[src/rtl/screen_denormalizer.sv]
// Screen-space to view-plane inverse mapping: one vertex per cycle through a
// shared multiplier pair, three compute cycles per triangle.
package screen_denormalizer_pkg;
   typedef struct packed {
      logic signed [31:0] x;
      logic signed [31:0] y;
      logic signed [31:0] z;
   } vec3_t;

   typedef struct packed {
      vec3_t       pos;
      logic [31:0] color;
      logic [15:0] attr;
   } vertex_t;

   typedef struct packed {
      vertex_t [2:0] v;
      logic [15:0]   tri_id;
   } triangle_t;
endpackage

module screen_denormalizer
   import screen_denormalizer_pkg::*;
#(
   parameter int WIDTH  = 320,
   parameter int HEIGHT = 240
) (
   input  logic      clk,
   input  logic      rst,
   input  triangle_t triangle,
   input  logic      in_valid,
   output logic      in_ready,
   output triangle_t out_triangle,
   output logic      out_valid,
   input  logic      out_ready,
   output logic      busy
);
   localparam int SCALE             = 200;
   localparam int HALF_WIDTH        = WIDTH / 2;
   localparam int HALF_HEIGHT       = HEIGHT / 2;
   localparam int INV_FACTOR_Q16_16 = (SCALE << 16) / HALF_HEIGHT;

   localparam logic signed [31:0] X_CENTRE = 32'(HALF_WIDTH * 65536);
   localparam logic signed [31:0] Y_CENTRE = 32'(HALF_HEIGHT * 65536);
   localparam logic signed [63:0] INV64    = 64'(INV_FACTOR_Q16_16);
   localparam logic signed [63:0] HALF_LSB = 64'sd32768;

   typedef enum logic [2:0] {IDLE, V0, V1, V2, DONE} state_t;

   state_t    state_q, state_d;
   triangle_t work_q;
   logic      load;
   logic      wr;
   logic [1:0] idx;

   vertex_t            vtx_in, vtx_out;
   logic signed [31:0] dx, dy;
   logic signed [63:0] dx64, dy64, prod_x, prod_y, rnd_x, rnd_y;

   always_ff @(posedge clk or posedge rst) begin
      if (rst) state_q <= IDLE;
      else     state_q <= state_d;
   end

   always_comb begin
      state_d = state_q;
      load    = 1'b0;
      wr      = 1'b0;
      idx     = 2'd0;
      unique case (state_q)
         IDLE: if (in_valid) begin
            load    = 1'b1;
            state_d = V0;
         end
         V0: begin
            wr      = 1'b1;
            idx     = 2'd0;
            state_d = V1;
         end
         V1: begin
            wr      = 1'b1;
            idx     = 2'd1;
            state_d = V2;
         end
         V2: begin
            wr      = 1'b1;
            idx     = 2'd2;
            state_d = DONE;
         end
         DONE: if (out_ready) begin
            if (in_valid) begin
               load    = 1'b1;
               state_d = V0;
            end else begin
               state_d = IDLE;
            end
         end
         default: state_d = IDLE;
      endcase
   end

   assign in_ready  = (state_q == IDLE) || (state_q == DONE && out_ready);
   assign busy      = (state_q != IDLE);
   assign out_valid = (state_q == DONE);

   // Shared datapath: the vertex selected by the current state is the only
   // one fed to the multipliers this cycle.
   assign vtx_in = work_q.v[idx];
   assign dx     = vtx_in.pos.x - X_CENTRE;
   assign dy     = vtx_in.pos.y - Y_CENTRE;
   assign dx64   = {{32{dx[31]}}, dx};
   assign dy64   = {{32{dy[31]}}, dy};
   assign prod_x = dx64 * INV64;
   assign prod_y = dy64 * INV64;
   assign rnd_x  = (prod_x + HALF_LSB) >>> 16;
   assign rnd_y  = (prod_y + HALF_LSB) >>> 16;

   // x mirrors after rounding; all results wrap rather than saturate.
   always_comb begin
      vtx_out       = vtx_in;
      vtx_out.pos.x = 32'd0 - rnd_x[31:0];
      vtx_out.pos.y = rnd_y[31:0];
      vtx_out.pos.z = 32'd0 - vtx_in.pos.z;
   end

   always_ff @(posedge clk or posedge rst) begin
      if (rst) begin
         work_q       <= '0;
         out_triangle <= '0;
      end else begin
         if (load) work_q <= triangle;
         if (wr) begin
            out_triangle.v[idx] <= vtx_out;
            if (state_q == V0) out_triangle.tri_id <= work_q.tri_id;
         end
      end
   end
endmodule

[config.mk]
export PLATFORM = sky130hd
export DESIGN_NAME = screen_denormalizer
export DESIGN_NICKNAME = d
export VERILOG_FILES = /design/src/rtl/screen_denormalizer.sv
export SDC_FILE = /design/constraint.sdc
export NUM_CORES = 2
export LEC_CHECK = 0
export CORE_AREA = 2 2 353 355
export DETAILED_ROUTE_END_ITERATION = 7
export DIE_AREA = 0 0 355 357
export HOLD_SLACK_MARGIN = 0.1
export PLACE_DENSITY = 0.73
export SLEW_MARGIN = 30
export SYNTH_ARGS = -nofsm -noshare
export SYNTH_HDL_FRONTEND = slang
export SYNTH_SLANG_ARGS = --single-unit
[constraint.sdc]
create_clock -name clk -period 41.7 [get_ports clk]
set_input_delay 6.255 -clock clk [delete_from_list [all_inputs] [get_ports clk]]
set_output_delay 6.255 -clock clk [all_outputs]
set_load 0.05 [all_outputs]
==> flow_metrics.tcl <==
set metrics [dict create \
    run_status "completed" \
    cap_viol_max_count 0 \
    worst-setup-path-type "primary input to output port" \
    drv_slew 0 \
    yosys.cell_types.count 112 \
    firstDrtPassIters 6 \
    final_area_mm2 0.0741 \
    fin_ws_ps 27490 \
    floorplan.die_area_mm2 0.127 \
    placement_rows 129 \
    fmax_mhz 70.4 \
    initial_utilization_pct 48.6 \
    stdcell_count 8302 \
    crit_path_end_kind "output port" \
    clk_path_buf_depth 3 \
    first_global_vias 46400 \
    cts_root_buffer "sky130_fd_sc_hd__clkbuf_16" \
    synthToLayoutAreaGrowth_pct 24.1 \
    syn_area_per_cell_um2 10.5 \
    final.fill_count 10200 \
    syn-instance-count 5704 \
    placedInstanceArea_mm2 0.0705 \
    vias 45200 \
    die_height_um 357 \
    cp_max_fo 3 \
    grt_first_pass_wirelength_um 286000 \
    synthesis.area_mm2 0.0597 \
    setup_total_negative_slack_ps 0 \
    worst_slew_pin_slew_ps 1090 \
    hold_path_startpoint "work_q[199]$_DFFE_PP0P_" \
    post-route-min-period_ps 14210 \
    layout.nets 7868 \
    cp-start-kind "primary input" \
    clk_transition_reported_paths_ps 60 \
    synth_async_sr_flop_share_pct 100 \
    post_route_cells_drive_above_1_share_pct 12.4 \
    die_width_um 355 \
    numCtsBuffers 95 \
    synth_enable_flop_cells 0 \
    worstReg2RegEnd "out_triangle[302]$_DFFE_PP0P_" \
    ys.warnings.count 0 \
    final_antenna_net_count 0 \
    dp_worst_setup_slack_ps 27510 \
    cts_tree "yes" \
    h-tree-depth 3 \
    r2r.worst_path.cells 30 \
    post_drt_via_cell_ratio 5.44 \
    maxSlewHeadroom_pct 26.8 \
    maximum_number_of_pins_on_one_net_before_global_route_repair 184 \
    routed_wire_length_per_instance_um 23.0 \
    drc 0 \
    design.core.area_mm2 0.123 \
    fin_worst_skew_ps 82.6 \
    setup_repair_after_global_routing_missed_its_margin "no" \
    placed_cells 8080 \
    crit_path_start "out_ready" \
    cts.hold.buffers_added 0 \
    r2r-start "state_q[2]$_DFFE_PP0P_" \
    required_ps 35440 \
    gp_congestion 0.930 \
    cts_sinks 899 \
    post-cts-setup-buffer-count 0 \
    minimum_setup_slack_among_reg_to_reg_paths_ps 30150 \
    detailedRoute.firstIterationViolations 3343 \
    grt_antenna_before_repair 60 \
    clock_latency_ps 750 \
    most_common_flop_cell_mapped_by_yosys "sky130_fd_sc_hd__dfrtp_1" \
    synth.yosys.seq_area_share_pct 37.7 \
    global_route.overflow_total 0 \
    timing.critical_path.to "in_ready" \
    min_period_over_period_pct 34.1 \
    postSynthNetCount 7027 \
    hp_class "flop to flop" \
    worst-endpoint-arrival_ps 7950 \
    count_of_boundary_i_o_pins 903 \
    ys_seq_elements 899 \
    number_of_buffers_added_on_ports 902 \
    postCtsResizedCells 0 \
    global_route.usage.total_pct 30.0 \
    place_hpwl_um 151000 \
    timing.final.setup_violations 0 \
    drt-total-wl_um 191000 \
    timing_hold_violations_final 0 \
]
-- cells by family (layout without fill, tap and decap cells) --
logic type,Yosys count,count (layout),synth area share (%)
simple gates,1322,1322,10.0
compound gates,773,773,7.77
xor+xnor,219,219,3.22
mux,630,630,11.6
fa+ha+maj,871,871,23.4
flops,899,899,37.7
other cells,0,42,0
buf+inv,990,1909,6.29
-- stage by stage --
step,util [%],hold WS [ps]
2_1_floorplan,-,435
3_3_place_gp,57.3,442
3_5_place_dp,57.3,450
4_1_cts,60.1,465
5_1_grt,60.3,476
6_report,60.3,462
-- placed cells by master, fill, tap and decap left out, drive strengths merged, types with 20 or more instances in the layout --
cell type	netlist	final
clkbuf	189	136
mux2	517	517
a21oi	159	159
mux2i	113	113
nor2	168	168
nand3	56	56
nor3	64	64
clkinv	1	22
o21ai	393	393
a21o	41	41
nand4	46	46
buf	42	73
xor2	75	75
ha	460	460
xnor2	144	144
nor3b	20	20
nor4	21	21
diode	0	42
dfrtp	899	899
nand2	805	805
inv	758	761
and2	26	26
o21a	25	25
clkdlybuf4s50	0	902
fa	411	411
-- layout make-up --
| type | count | area [um2] | area share [%] |
|---|---|---|---|
| clock buffers | 136 | 2770 | 3.74 |
| clock inverters | 39 | 631 | 0.851 |
| multi-input cells | 3815 | 33500 | 45.2 |
| repair buffers | 975 | 9700 | 13.1 |
| well taps | 1637 | 2050 | 2.76 |
| diodes | 42 | 105 | 0.142 |
| flip-flops and latches | 899 | 22500 | 30.3 |
| inverters | 759 | 2860 | 3.85 |
-- critical path, cell delays in order --
cell	delay, ps
sky130_fd_sc_hd__clkdlybuf4s50_1	460
sky130_fd_sc_hd__inv_1	60
sky130_fd_sc_hd__a211oi_1	300
sky130_fd_sc_hd__clkdlybuf4s50_1	870
-- registers in the layout (all words and copies together) (netlist names) --
register	flops
work_q	448
state_q	3
out_triangle	448
-- cell usage after synthesis (113+ instances only) --
cell                       instances  area [um2]
sky130_fd_sc_hd__clkbuf_1        189         709
sky130_fd_sc_hd__o21ai_0         373        1870
sky130_fd_sc_hd__dfrtp_1         899       22500
sky130_fd_sc_hd__nand2_1         805        3020
sky130_fd_sc_hd__nor2_1          167         627
sky130_fd_sc_hd__a21oi_1         155         776
sky130_fd_sc_hd__mux2i_1         113        1130
sky130_fd_sc_hd__ha_1            460        5760
sky130_fd_sc_hd__mux2_2          517        5820
sky130_fd_sc_hd__inv_1           757        2840
sky130_fd_sc_hd__fa_1            411        8230
sky130_fd_sc_hd__xnor2_1         144        1260
-- worst min-delay path by stage --
stage / slack, ps / depth (start not counted) / endpoint
CTS: 470 / 2 / out_triangle[175]$_DFFE_PP0P_
detailed placement: 450 / 2 / out_triangle[17]$_DFFE_PP0P_
floorplan: 430 / 2 / out_triangle[0]$_DFFE_PP0P_
global placement: 440 / 2 / out_triangle[1]$_DFFE_PP0P_
global route: 480 / 2 / out_triangle[24]$_DFFE_PP0P_
finish: 460 / 2 / out_triangle[199]$_DFFE_PP0P_
-- layer usage --
metal | GRT usage, % | part of all wire, % | vias to the layer above
met2 | 47.7 | 47 | 1604
met5 | 0 | 0.061 | -
met4 | 15.0 | 4.9 | 18
met3 | 7.36 | 8.0 | 340
met1 | 38.3 | 40 | 22700
li1 | - | - | 20600
Power is left out: the tool's default activity adds up to more than one toggle a clock period on the data nets, which glitch-free logic cannot reach.
